## src/rtl/eth_pkg.sv

```systemverilog
// rtl/eth_pkg.sv - shared UDP framing types and constants for the tx and rx paths
package eth_pkg;

  localparam int LEN_UDP_HEADER  = 8;
  localparam int MAX_UDP_PAYLOAD = 1472;

  typedef enum logic [2:0] {
    UDP_TX_IDLE             = 3'd0,
    UDP_TX_PORT_SOURCE      = 3'd1,
    UDP_TX_PORT_DESTINATION = 3'd2,
    UDP_TX_LENGTH           = 3'd3,
    UDP_TX_CHECKSUM         = 3'd4,
    UDP_TX_PAYLOAD          = 3'd5
  } udp_tx_state_t;

  // Header fields go out MSB first: index 0 is the high byte.
  function automatic logic [7:0] hdr_byte(input logic [15:0] field, input logic idx);
    return idx ? field[7:0] : field[15:8];
  endfunction

endpackage

```

## src/rtl/udp_header_tx_if.sv

```systemverilog
// rtl/udp_header_tx_if.sv - request, payload stream and output stream of the UDP header transmitter
interface udp_header_tx_if;

  logic        start;
  logic [15:0] port_s;
  logic [15:0] port_d;
  logic [15:0] payload_len;
  logic        busy;
  logic        len_err;
  logic        done;

  logic [7:0]  payload_data;
  logic        payload_valid;
  logic        payload_ready;

  logic [7:0]  data_out;
  logic        data_valid;
  logic        data_ready;
  logic        data_last;

  modport slave (
    input  start, port_s, port_d, payload_len,
    output busy, len_err, done,
    input  payload_data, payload_valid,
    output payload_ready,
    output data_out, data_valid, data_last,
    input  data_ready
  );

  modport master (
    output start, port_s, port_d, payload_len,
    input  busy, len_err, done,
    output payload_data, payload_valid,
    input  payload_ready,
    input  data_out, data_valid, data_last,
    output data_ready
  );

endinterface

```

## src/rtl/udp_header_tx.sv

```systemverilog
// rtl/udp_header_tx.sv - prepends the 8-byte UDP header (checksum 0) to a byte-wide payload stream
module udp_header_tx
  import eth_pkg::*;
#(
  parameter int MAX_PAYLOAD = MAX_UDP_PAYLOAD
) (
  input  logic          aclk,
  input  logic          areset,
  udp_header_tx_if.slave bus
);

  localparam logic [15:0] MAX_LEN = 16'(MAX_PAYLOAD);
  localparam logic [15:0] HDR_LEN = 16'(LEN_UDP_HEADER);

  udp_tx_state_t state_q, state_d;
  logic          byte_idx_q, byte_idx_d;
  logic [10:0]   cnt_q, cnt_d;
  logic          done_q, done_d;
  logic          len_err_q, len_err_d;

  logic [15:0]   port_s_q;
  logic [15:0]   port_d_q;
  logic [15:0]   payload_len_q;
  logic [15:0]   udp_len_q;

  logic          accept;
  logic          last_payload;
  logic [7:0]    data_out_c;
  logic          data_valid_c;
  logic          data_last_c;
  logic          payload_ready_c;

  assign accept       = (state_q == UDP_TX_IDLE) && bus.start && (bus.payload_len <= MAX_LEN);
  assign last_payload = ({5'd0, cnt_q} == (payload_len_q - 16'd1));

  always_ff @(posedge aclk) begin
    if (areset) begin
      state_q    <= UDP_TX_IDLE;
      byte_idx_q <= 1'b0;
      cnt_q      <= '0;
      done_q     <= 1'b0;
      len_err_q  <= 1'b0;
    end else begin
      state_q    <= state_d;
      byte_idx_q <= byte_idx_d;
      cnt_q      <= cnt_d;
      done_q     <= done_d;
      len_err_q  <= len_err_d;
    end
  end

  // Request fields are only meaningful while busy, so they need no reset.
  always_ff @(posedge aclk) begin
    if (accept) begin
      port_s_q      <= bus.port_s;
      port_d_q      <= bus.port_d;
      payload_len_q <= bus.payload_len;
      udp_len_q     <= bus.payload_len + HDR_LEN;
    end
  end

  always_comb begin
    state_d         = state_q;
    byte_idx_d      = byte_idx_q;
    cnt_d           = cnt_q;
    done_d          = 1'b0;
    len_err_d       = 1'b0;
    data_out_c      = 8'h00;
    data_valid_c    = 1'b0;
    data_last_c     = 1'b0;
    payload_ready_c = 1'b0;

    case (state_q)
      UDP_TX_IDLE: begin
        if (bus.start) begin
          if (bus.payload_len > MAX_LEN) begin
            len_err_d = 1'b1;
          end else begin
            state_d    = UDP_TX_PORT_SOURCE;
            byte_idx_d = 1'b0;
          end
        end
      end

      UDP_TX_PORT_SOURCE: begin
        data_valid_c = 1'b1;
        data_out_c   = hdr_byte(port_s_q, byte_idx_q);
        if (bus.data_ready) begin
          byte_idx_d = ~byte_idx_q;
          if (byte_idx_q) state_d = UDP_TX_PORT_DESTINATION;
        end
      end

      UDP_TX_PORT_DESTINATION: begin
        data_valid_c = 1'b1;
        data_out_c   = hdr_byte(port_d_q, byte_idx_q);
        if (bus.data_ready) begin
          byte_idx_d = ~byte_idx_q;
          if (byte_idx_q) state_d = UDP_TX_LENGTH;
        end
      end

      UDP_TX_LENGTH: begin
        data_valid_c = 1'b1;
        data_out_c   = hdr_byte(udp_len_q, byte_idx_q);
        if (bus.data_ready) begin
          byte_idx_d = ~byte_idx_q;
          if (byte_idx_q) state_d = UDP_TX_CHECKSUM;
        end
      end

      UDP_TX_CHECKSUM: begin
        // Checksum is always zero; a zero-length datagram ends here.
        data_valid_c = 1'b1;
        data_out_c   = 8'h00;
        data_last_c  = byte_idx_q && (payload_len_q == 16'd0);
        if (bus.data_ready) begin
          byte_idx_d = ~byte_idx_q;
          if (byte_idx_q) begin
            if (payload_len_q != 16'd0) begin
              state_d = UDP_TX_PAYLOAD;
            end else begin
              state_d = UDP_TX_IDLE;
              done_d  = 1'b1;
            end
          end
        end
      end

      UDP_TX_PAYLOAD: begin
        data_out_c      = bus.payload_data;
        data_valid_c    = bus.payload_valid;
        payload_ready_c = bus.data_ready;
        data_last_c     = last_payload;
        if (bus.payload_valid && bus.data_ready) begin
          if (last_payload) begin
            cnt_d   = '0;
            state_d = UDP_TX_IDLE;
            done_d  = 1'b1;
          end else begin
            cnt_d = cnt_q + 11'd1;
          end
        end
      end

      default: begin
        state_d = UDP_TX_IDLE;
      end
    endcase
  end

  assign bus.data_out      = data_out_c;
  assign bus.data_valid    = data_valid_c;
  assign bus.data_last     = data_last_c;
  assign bus.payload_ready = payload_ready_c;
  assign bus.busy          = (state_q != UDP_TX_IDLE);
  assign bus.done          = done_q;
  assign bus.len_err       = len_err_q;

endmodule

```

## src/flat_wrapper.sv

```systemverilog
// flat-port wrapper written by rule: the top's interface ports become plain ports
module udp_header_tx_flat import eth_pkg::*;
#(
  parameter int MAX_PAYLOAD = MAX_UDP_PAYLOAD
)
  (aclk, areset, bus_start, bus_port_s, bus_port_d, bus_payload_len, bus_busy, bus_len_err, bus_done, bus_payload_data, bus_payload_valid, bus_payload_ready, bus_data_out, bus_data_valid, bus_data_last, bus_data_ready);
  udp_header_tx_if bus_i ();
  input  logic aclk;
  input  logic areset;
  input wire logic [$bits(bus_i.start)-1:0] bus_start;
  input wire logic [$bits(bus_i.port_s)-1:0] bus_port_s;
  input wire logic [$bits(bus_i.port_d)-1:0] bus_port_d;
  input wire logic [$bits(bus_i.payload_len)-1:0] bus_payload_len;
  output wire logic [$bits(bus_i.busy)-1:0] bus_busy;
  output wire logic [$bits(bus_i.len_err)-1:0] bus_len_err;
  output wire logic [$bits(bus_i.done)-1:0] bus_done;
  input wire logic [$bits(bus_i.payload_data)-1:0] bus_payload_data;
  input wire logic [$bits(bus_i.payload_valid)-1:0] bus_payload_valid;
  output wire logic [$bits(bus_i.payload_ready)-1:0] bus_payload_ready;
  output wire logic [$bits(bus_i.data_out)-1:0] bus_data_out;
  output wire logic [$bits(bus_i.data_valid)-1:0] bus_data_valid;
  output wire logic [$bits(bus_i.data_last)-1:0] bus_data_last;
  input wire logic [$bits(bus_i.data_ready)-1:0] bus_data_ready;
  assign bus_i.start = bus_start;
  assign bus_i.port_s = bus_port_s;
  assign bus_i.port_d = bus_port_d;
  assign bus_i.payload_len = bus_payload_len;
  assign bus_busy = bus_i.busy;
  assign bus_len_err = bus_i.len_err;
  assign bus_done = bus_i.done;
  assign bus_i.payload_data = bus_payload_data;
  assign bus_i.payload_valid = bus_payload_valid;
  assign bus_payload_ready = bus_i.payload_ready;
  assign bus_data_out = bus_i.data_out;
  assign bus_data_valid = bus_i.data_valid;
  assign bus_data_last = bus_i.data_last;
  assign bus_i.data_ready = bus_data_ready;
  udp_header_tx #(.MAX_PAYLOAD(MAX_PAYLOAD)) u_core (.aclk(aclk), .areset(areset), .bus(bus_i));
endmodule
```

## config.mk

```make
export PLATFORM = sky130hd
export DESIGN_NAME = udp_header_tx_flat
export DESIGN_NICKNAME = d
export VERILOG_FILES = /design/src/rtl/eth_pkg.sv /design/src/rtl/udp_header_tx_if.sv /design/src/rtl/udp_header_tx.sv /design/src/flat_wrapper.sv
export SDC_FILE = /design/constraint.sdc
export NUM_CORES = 1
export LEC_CHECK = 0
export BUFFER_PORTS_ARGS = -buffer_cell sky130_fd_sc_hd__buf_2
export CORE_AREA = 2 2 84 86
export CTS_BUF_LIST = sky130_fd_sc_hd__clkbuf_4 sky130_fd_sc_hd__clkbuf_8
export CTS_CLUSTER_DIAMETER = 150
export DETAILED_ROUTE_END_ITERATION = 10
export DIE_AREA = 0 0 86 88
export PLACE_DENSITY_LB_ADDON = 0.1
export SLEW_MARGIN = 20
export SYNTH_ARGS = -nofsm -noshare
export SYNTH_HDL_FRONTEND = slang
export SYNTH_SLANG_ARGS = --single-unit
```

## constraint.sdc

```tcl
create_clock -name aclk -period 11.7 [get_ports aclk]
set_input_delay 0.585 -clock aclk [delete_from_list [all_inputs] [get_ports aclk]]
set_output_delay 0.585 -clock aclk [all_outputs]
set_load 0.05 [all_outputs]
```

==> flow_metrics.env, run 1 <==
export IMPL_fin_nets=483
export IMPL_status="completed"
export IMPL_root_buffer="clkbuf_8"
export IMPL_synth_area_leaders="edfxtp_1 47%, dfxtp_1 8.7%, xnor2_1 3.8%, nor2_1 3.3%, a221oi_1 3.1%"
export IMPL_synth_xor_area_share_pct=6.30
export IMPL_grt_max_degree=62
export IMPL_clk_latency_ns=0.36
export IMPL_drv_slew=0
export IMPL_cts_hold_buf=0
export IMPL_finClkSkew_ns=0.0107
export IMPL_firstDrtPassIters=5
export IMPL_regToRegStartpoint="u_core.udp_len_q[0]"
export IMPL_hold_path_class="in2reg"
export IMPL_coreArea_mm2=0.00664
export IMPL_clkTransAtPathRegs_ns=0.09
export IMPL_yosys_most_used_dff="edfxtp_1"
export IMPL_antenna_cells=0
export IMPL_rsz0062_at_grt="no"
export IMPL_synth_nets=409
export IMPL_worstMarginPinSlew_ns=0.735
export IMPL_min_to="u_core.port_d_q[12]"
export IMPL_design_die_area_mm2=0.00757
export IMPL_final_setup_tns_ns=0
export IMPL_pin_count=75
export IMPL_hold_violations=0
export IMPL_yosys_area_top_type="edfxtp_1"
export IMPL_critPathLaunch="u_core.udp_len_q[0]"
export IMPL_synth_compound_area_share_pct=15.1
export IMPL_areaGrowthSynthToFinish_pct=16.2
export IMPL_period_needed_ns=3.87
export IMPL_grt_pass1_vias=2813
export IMPL_place_congestion=0.902
export IMPL_syn_inst=344
export IMPL_synthAdderAreaFrac_pct=1.28
export IMPL_ys_warn_count=0
export IMPL_synthDistinctLibCells=54
export IMPL_reg2reg_slack_ns=8.47
export IMPL_synthSimpleGateAreaFrac_pct=16.7
export IMPL_power_density_mw_per_mm2=115
export IMPL_drv_cap=0
export IMPL_route_final_wire_length_mm=8.63
export IMPL_cts_tree="yes"
export IMPL_port_buffers=74
export IMPL_numCtsBuffers=9
export IMPL_crit_type="reg2out"
export IMPL_die_w_um=86
export IMPL_async_flop_share_pct=0
export IMPL_synth_mux_area_share_pct=2.38
export IMPL_setup_viol=0
export IMPL_grt_pass1_wl_mm=13.8
export IMPL_cts_max_level=3
export IMPL_antenna_left=0
export IMPL_relSlewSlack_pct=51.0
export IMPL_wl_per_cell_um=17.2
export IMPL_start_util_pct=58.6
export IMPL_hold_depth=1
export IMPL_max_clock_freq_mhz=258
export IMPL_arrival_ns=3.29
export IMPL_cp_end_kind="output port"
export IMPL_cts_repair_resized=0
export IMPL_track_usage_pct=24.1
export IMPL_viasPerCell=6.06
export IMPL_reg2reg_to="u_core.state_q[1]"
export IMPL_final_layout_size_suffix_gt1_share_pct=24.1
export IMPL_drtIter0Drc=240
export IMPL_vias=3050
export IMPL_synth_top_family_by_area="simple AND/OR/NAND/NOR gates"
export IMPL_ys_seq_area_share_pct=55.8
export IMPL_die_y_um=88
export IMPL_post_cts_setup_buffers=0
export IMPL_syn_area_per_cell_um2=11.3
export IMPL_reg2reg_depth=9
export IMPL_cp_required_ns=11.12
export IMPL_synth_top_cell_area_share_pct=47.0
export IMPL_whs_ns=0.388
export IMPL_syn_area_mm2=0.00389
export IMPL_antenna_found_initial=0
export IMPL_hp_start="bus_port_d[12]"
export IMPL_timing_final_crit_share_pct=33.1
export IMPL_critPathMaxFanout=6
export IMPL_grt_overflow=0
export IMPL_p_leak_nw=1.57
export IMPL_ir_worst_vdd_v=0.0000649
export IMPL_rows=30
export IMPL_startpoint_type="flop"
export IMPL_synth_edf_count=61
export IMPL_ys_ff_latch=78
export IMPL_clock_sinks=78
export IMPL_post_route_drc_count=0
export IMPL_cts_buffer_depth=2
export IMPL_dp_hpwl_mm=6.38
-- layer usage --
metal	vias up	routed length, µm	share of wire (%)	global-route usage [%]
li1	1484	-	-	-
met1	1420	3870	45	32.7
met2	122	4080	47	38.3
met3	24	478	5.5	4.34
met4	0	197	2.3	10.4
met5	-	0	0	0
-- Yosys cell counts (8+ instances only) --
cell and instances:
o32ai_1 8, a221oi_1 14, inv_1 9, dfxtp_1 17
nor2_1 34, nand2_1 14, a21oi_1 24, xnor2_1 17
edfxtp_1 61, o21ai_0 10, nand3_1 13, clkbuf_1 11
nor3_1 10, xor2_1 11
-- flip-flops by register name (all words and copies together), names as in the netlist --
signal                cells
u_core.byte_idx_q         1
u_core.port_d_q          16
u_core.udp_len_q         16
u_core.port_s_q          16
u_core.state_q            3
u_core.payload_len_q     13
u_core.cnt_q             11
u_core.bus.len_err        1
u_core.bus.done           1
-- through the flow --
stage	setup slack, ns	util (%)	instances	cell area [µm²]	total power, W
6_report	7.83	68.1	503	4530	0.000521
5_1_grt	7.65	68.1	503	4530	0.000537
4_1_cts	7.83	68.1	503	4520	0.000523
3_5_place_dp	8.24	65.2	487	4330	0.000334
3_3_place_gp	8.31	65.2	487	4330	0.000333
2_1_floorplan	7.03	-	344	3890	0.000318
-- cell usage in the layout, fill, tap and decap left out, drive strengths merged, types with 8 or more instances in the layout --
cell    count
o32ai       8
inv        12
a21oi      25
edfxtp     61
nand3      13
nor2       34
xor2       11
xnor2      17
nor3       10
clkbuf      9
nand2      14
o21ai      10
a221oi     14
buf        76
dfxtp      17
-- cell families (layout without fill, tap and decap cells) --
kind of cell / after synthesis / after routing
and+or+nand+nor: 120 / 120
AOI/OAI and AO/OA: 82 / 82
DFF: 78 / 78
xor gates and xnor gates: 28 / 28
buffers and inverters: 24 / 103
muxes: 8 / 8
adders and majority gates: 4 / 4
-- worst max-delay path by stage --
stage                                    end  slack [ns]
CTS                            bus_data_last        7.83
detailed placement             bus_data_last        8.24
floorplan           u_core.payload_len_q[10]        7.03
finish                         bus_data_last        7.83
global placement               bus_data_last        8.31
global route                   bus_data_last        7.65
-- report_power, final --
part	internal [W]	switching [W]	leakage (nW)
Sequential	0.000300	0.00000126	0.686
Combinational	0.0000117	0.0000142	0.795
Clock	0.0000813	0.000112	0.0896
-- critical path, stage by stage (launching register included) --
cell and delay (ns):
edfxtp_1 0.47, inv_1 0.15, ha_1 0.22, or3b_1 0.43
nor4b_1 0.39, xnor2_1 0.19, o2111ai_1 0.16, nor4_1 0.39
a21oi_1 0.14, nor2_1 0.11, buf_2 0.27
-- area by class of cell --
type                       instances  area (µm²)
sequential                        78        2170
fill                             543        2120
multi-input combinational        242        1640
timing repair buffer              76         385
clock buffer                       9         124
tap                               80         100
clock inverter                     7        66.3
inverter                          11        41.3
Power figures use the tool's default switching activity.
==> run 2, diff against run 1 <==
--- a/config.mk
+++ b/config.mk
@@ -6,11 +6,11 @@
 export NUM_CORES = 1
 export LEC_CHECK = 0
 export BUFFER_PORTS_ARGS = -buffer_cell sky130_fd_sc_hd__buf_2
-export CORE_AREA = 2 2 84 86
+export CORE_AREA = 2 2 86 88
 export CTS_BUF_LIST = sky130_fd_sc_hd__clkbuf_4 sky130_fd_sc_hd__clkbuf_8
 export CTS_CLUSTER_DIAMETER = 150
 export DETAILED_ROUTE_END_ITERATION = 10
-export DIE_AREA = 0 0 86 88
+export DIE_AREA = 0 0 88 90
 export PLACE_DENSITY_LB_ADDON = 0.1
 export SLEW_MARGIN = 20
 export SYNTH_ARGS = -nofsm -noshare
==> constraint.sdc (replaced) <==
create_clock -name aclk -period 3.76 [get_ports aclk]
set_input_delay 0.188 -clock aclk [delete_from_list [all_inputs] [get_ports aclk]]
set_output_delay 0.188 -clock aclk [all_outputs]
set_load 0.05 [all_outputs]
==> run 2 against run 1 <==
Net effect:
- largest cell class unchanged
- count of clock-buffer cells in the layout unchanged
- critical path type unchanged
- total power increased to 3.1 times the previous value
- combinational power increased to 3.9 times the previous value
- core utilization increased by 0.27 points
==> flow_metrics.env, run 2 (synthesis gave the netlist of run 1 again) <==
export IMPL_status="completed"
export IMPL_fin_nets=509
export IMPL_ir_worst_vdd_v=0.000258
export IMPL_worstMarginPinSlew_ns=1.05
export IMPL_cp_end_kind="output port"
export IMPL_dp_cells=508
export IMPL_layout_cells_non_filler=548
export IMPL_port_buffers=74
export IMPL_postLayoutCoreUtil_pct=68.4
export IMPL_final_layout_size_suffix_gt1_share_pct=22.7
export IMPL_clock_sinks=78
export IMPL_dp_hpwl_mm=6.29
export IMPL_final_common_cell="buf_2"
export IMPL_numCtsBuffers=9
export IMPL_drv_cap=0
export IMPL_regToRegStartpoint="u_core.udp_len_q[0]"
export IMPL_track_usage_pct=23.7
export IMPL_antenna_left=0
export IMPL_critPathMaxFanout=6
export IMPL_drtIter0Drc=180
export IMPL_route_final_wire_length_mm=8.97
export IMPL_coreArea_mm2=0.00702
export IMPL_relSlewSlack_pct=29.6
export IMPL_top_regs="u_core.port_d_q (16), u_core.port_s_q (16), u_core.udp_len_q (16)"
export IMPL_cts_max_level=3
export IMPL_cts_buffer_depth=2
export IMPL_finClkSkew_ns=0.00971
export IMPL_grt_max_degree=62
export IMPL_pin_count=75
export IMPL_areaGrowthSynthToFinish_pct=23.3
export IMPL_hp_start="bus_port_d[11]"
export IMPL_post_cts_setup_buffers=0
export IMPL_cts_tree="yes"
export IMPL_cts_repair_resized=0
export IMPL_timing_final_crit_share_pct=92.9
export IMPL_rsz0062_at_grt="no"
export IMPL_vias=3138
export IMPL_drv_slew=0
export IMPL_grt_pass1_vias=2929
export IMPL_place_congestion=0.952
export IMPL_viasPerCell=5.73
export IMPL_hold_depth=1
export IMPL_grt_overflow=0
export IMPL_antenna_found_initial=0
export IMPL_fillCellCount=536
export IMPL_setup_viol=0
export IMPL_antenna_cells=0
export IMPL_startpoint_type="flop"
export IMPL_rows=31
export IMPL_period_needed_ns=3.49
export IMPL_firstDrtPassIters=5
export IMPL_hold_violations=0
export IMPL_final_cell_mix="74 x buf_2, 61 x edfxtp_1, 33 x nor2_1"
export IMPL_reg2reg_to="u_core.cnt_q[4]"
export IMPL_arrival_ns=3.30
export IMPL_cp_required_ns=3.57
export IMPL_post_route_drc_count=0
export IMPL_cts_hold_buf=22
export IMPL_die_w_um=88
export IMPL_min_to="u_core.port_d_q[11]"
export IMPL_grt_pass1_wl_mm=14.3
export IMPL_design_die_area_mm2=0.00792
export IMPL_hold_path_class="in2reg"
export IMPL_die_y_um=90
export IMPL_crit_type="reg2out"
export IMPL_reg2reg_depth=9
export IMPL_start_util_pct=55.5
export IMPL_clkTransAtPathRegs_ns=0.09
export IMPL_power_density_mw_per_mm2=338
export IMPL_reg2reg_slack_ns=0.55
export IMPL_final_setup_tns_ns=0
export IMPL_clk_latency_ns=0.35
export IMPL_p_leak_nw=1.68
export IMPL_wl_per_cell_um=16.4
export IMPL_root_buffer="clkbuf_8"
export IMPL_max_clock_freq_mhz=286
-- run 2: through the flow --
step	setup WS [ns]	total power, W	hold WS [ns]	instance area (µm²)
6_report	0.268	0.00162	0.00536	4800
5_1_grt	0.0791	0.00168	0.00132	4800
4_1_cts	0.292	0.00163	0.0000880	4780
3_5_place_dp	0.568	0.00104	0.366	4380
3_3_place_gp	0.707	0.00104	0.364	4380
2_1_floorplan	0.497	0.000990	0.287	3900
-- run 2: worst max path at each step --
stage                        start                  endpoint  slack (ns)  depth (start not counted)
2_1_floorplan   bus_payload_len[5]  u_core.payload_len_q[10]        0.50                          4
3_3_place_gp   u_core.udp_len_q[0]           u_core.cnt_q[9]        0.71                          9
3_5_place_dp   u_core.udp_len_q[0]           u_core.cnt_q[6]        0.57                          9
4_1_cts        u_core.udp_len_q[0]             bus_data_last        0.29                         10
5_1_grt        u_core.udp_len_q[0]             bus_data_last        0.08                         10
6_report       u_core.udp_len_q[0]             bus_data_last        0.27                         10
-- run 2: where the power goes --
part | leakage [nW] | internal [W] | switching (W)
logic | 0.908 | 0.0000531 | 0.0000476
clock network | 0.0866 | 0.000246 | 0.000336
registers | 0.686 | 0.000935 | 0.00000451
-- run 2: layout make-up --
cell class | count | area (µm²) | area share (%)
well taps | 99 | 124 | 2.58
clock inverters | 7 | 55.1 | 1.15
flip-flops and latches | 78 | 2170 | 45.2
inverters | 11 | 41.3 | 0.860
clock buffers | 9 | 124 | 2.58
multi-input cells | 242 | 1630 | 34.0
repair buffers | 102 | 653 | 13.6
-- run 2: worst max-delay path: stages (launching register included) --
cell and delay, ns:
edfxtp_1 0.47, inv_1 0.13, ha_1 0.22, or3b_1 0.44
nor4b_1 0.40, xnor2_1 0.19, o2111ai_1 0.16, nor4_1 0.43
a21oi_1 0.14, nor2_1 0.10, buf_2 0.27
-- run 2: routing by layer --
layer / up-vias / wire length [µm] / part of all wire [%] / track usage, %
met5: - / 0 / 0 / 0
li1: 1542 / - / - / -
met2: 113 / 4260 / 48 / 36.4
met3: 21 / 455 / 5.1 / 4.04
met4: 0 / 243 / 2.7 / 10.3
met1: 1462 / 4000 / 45 / 32.9
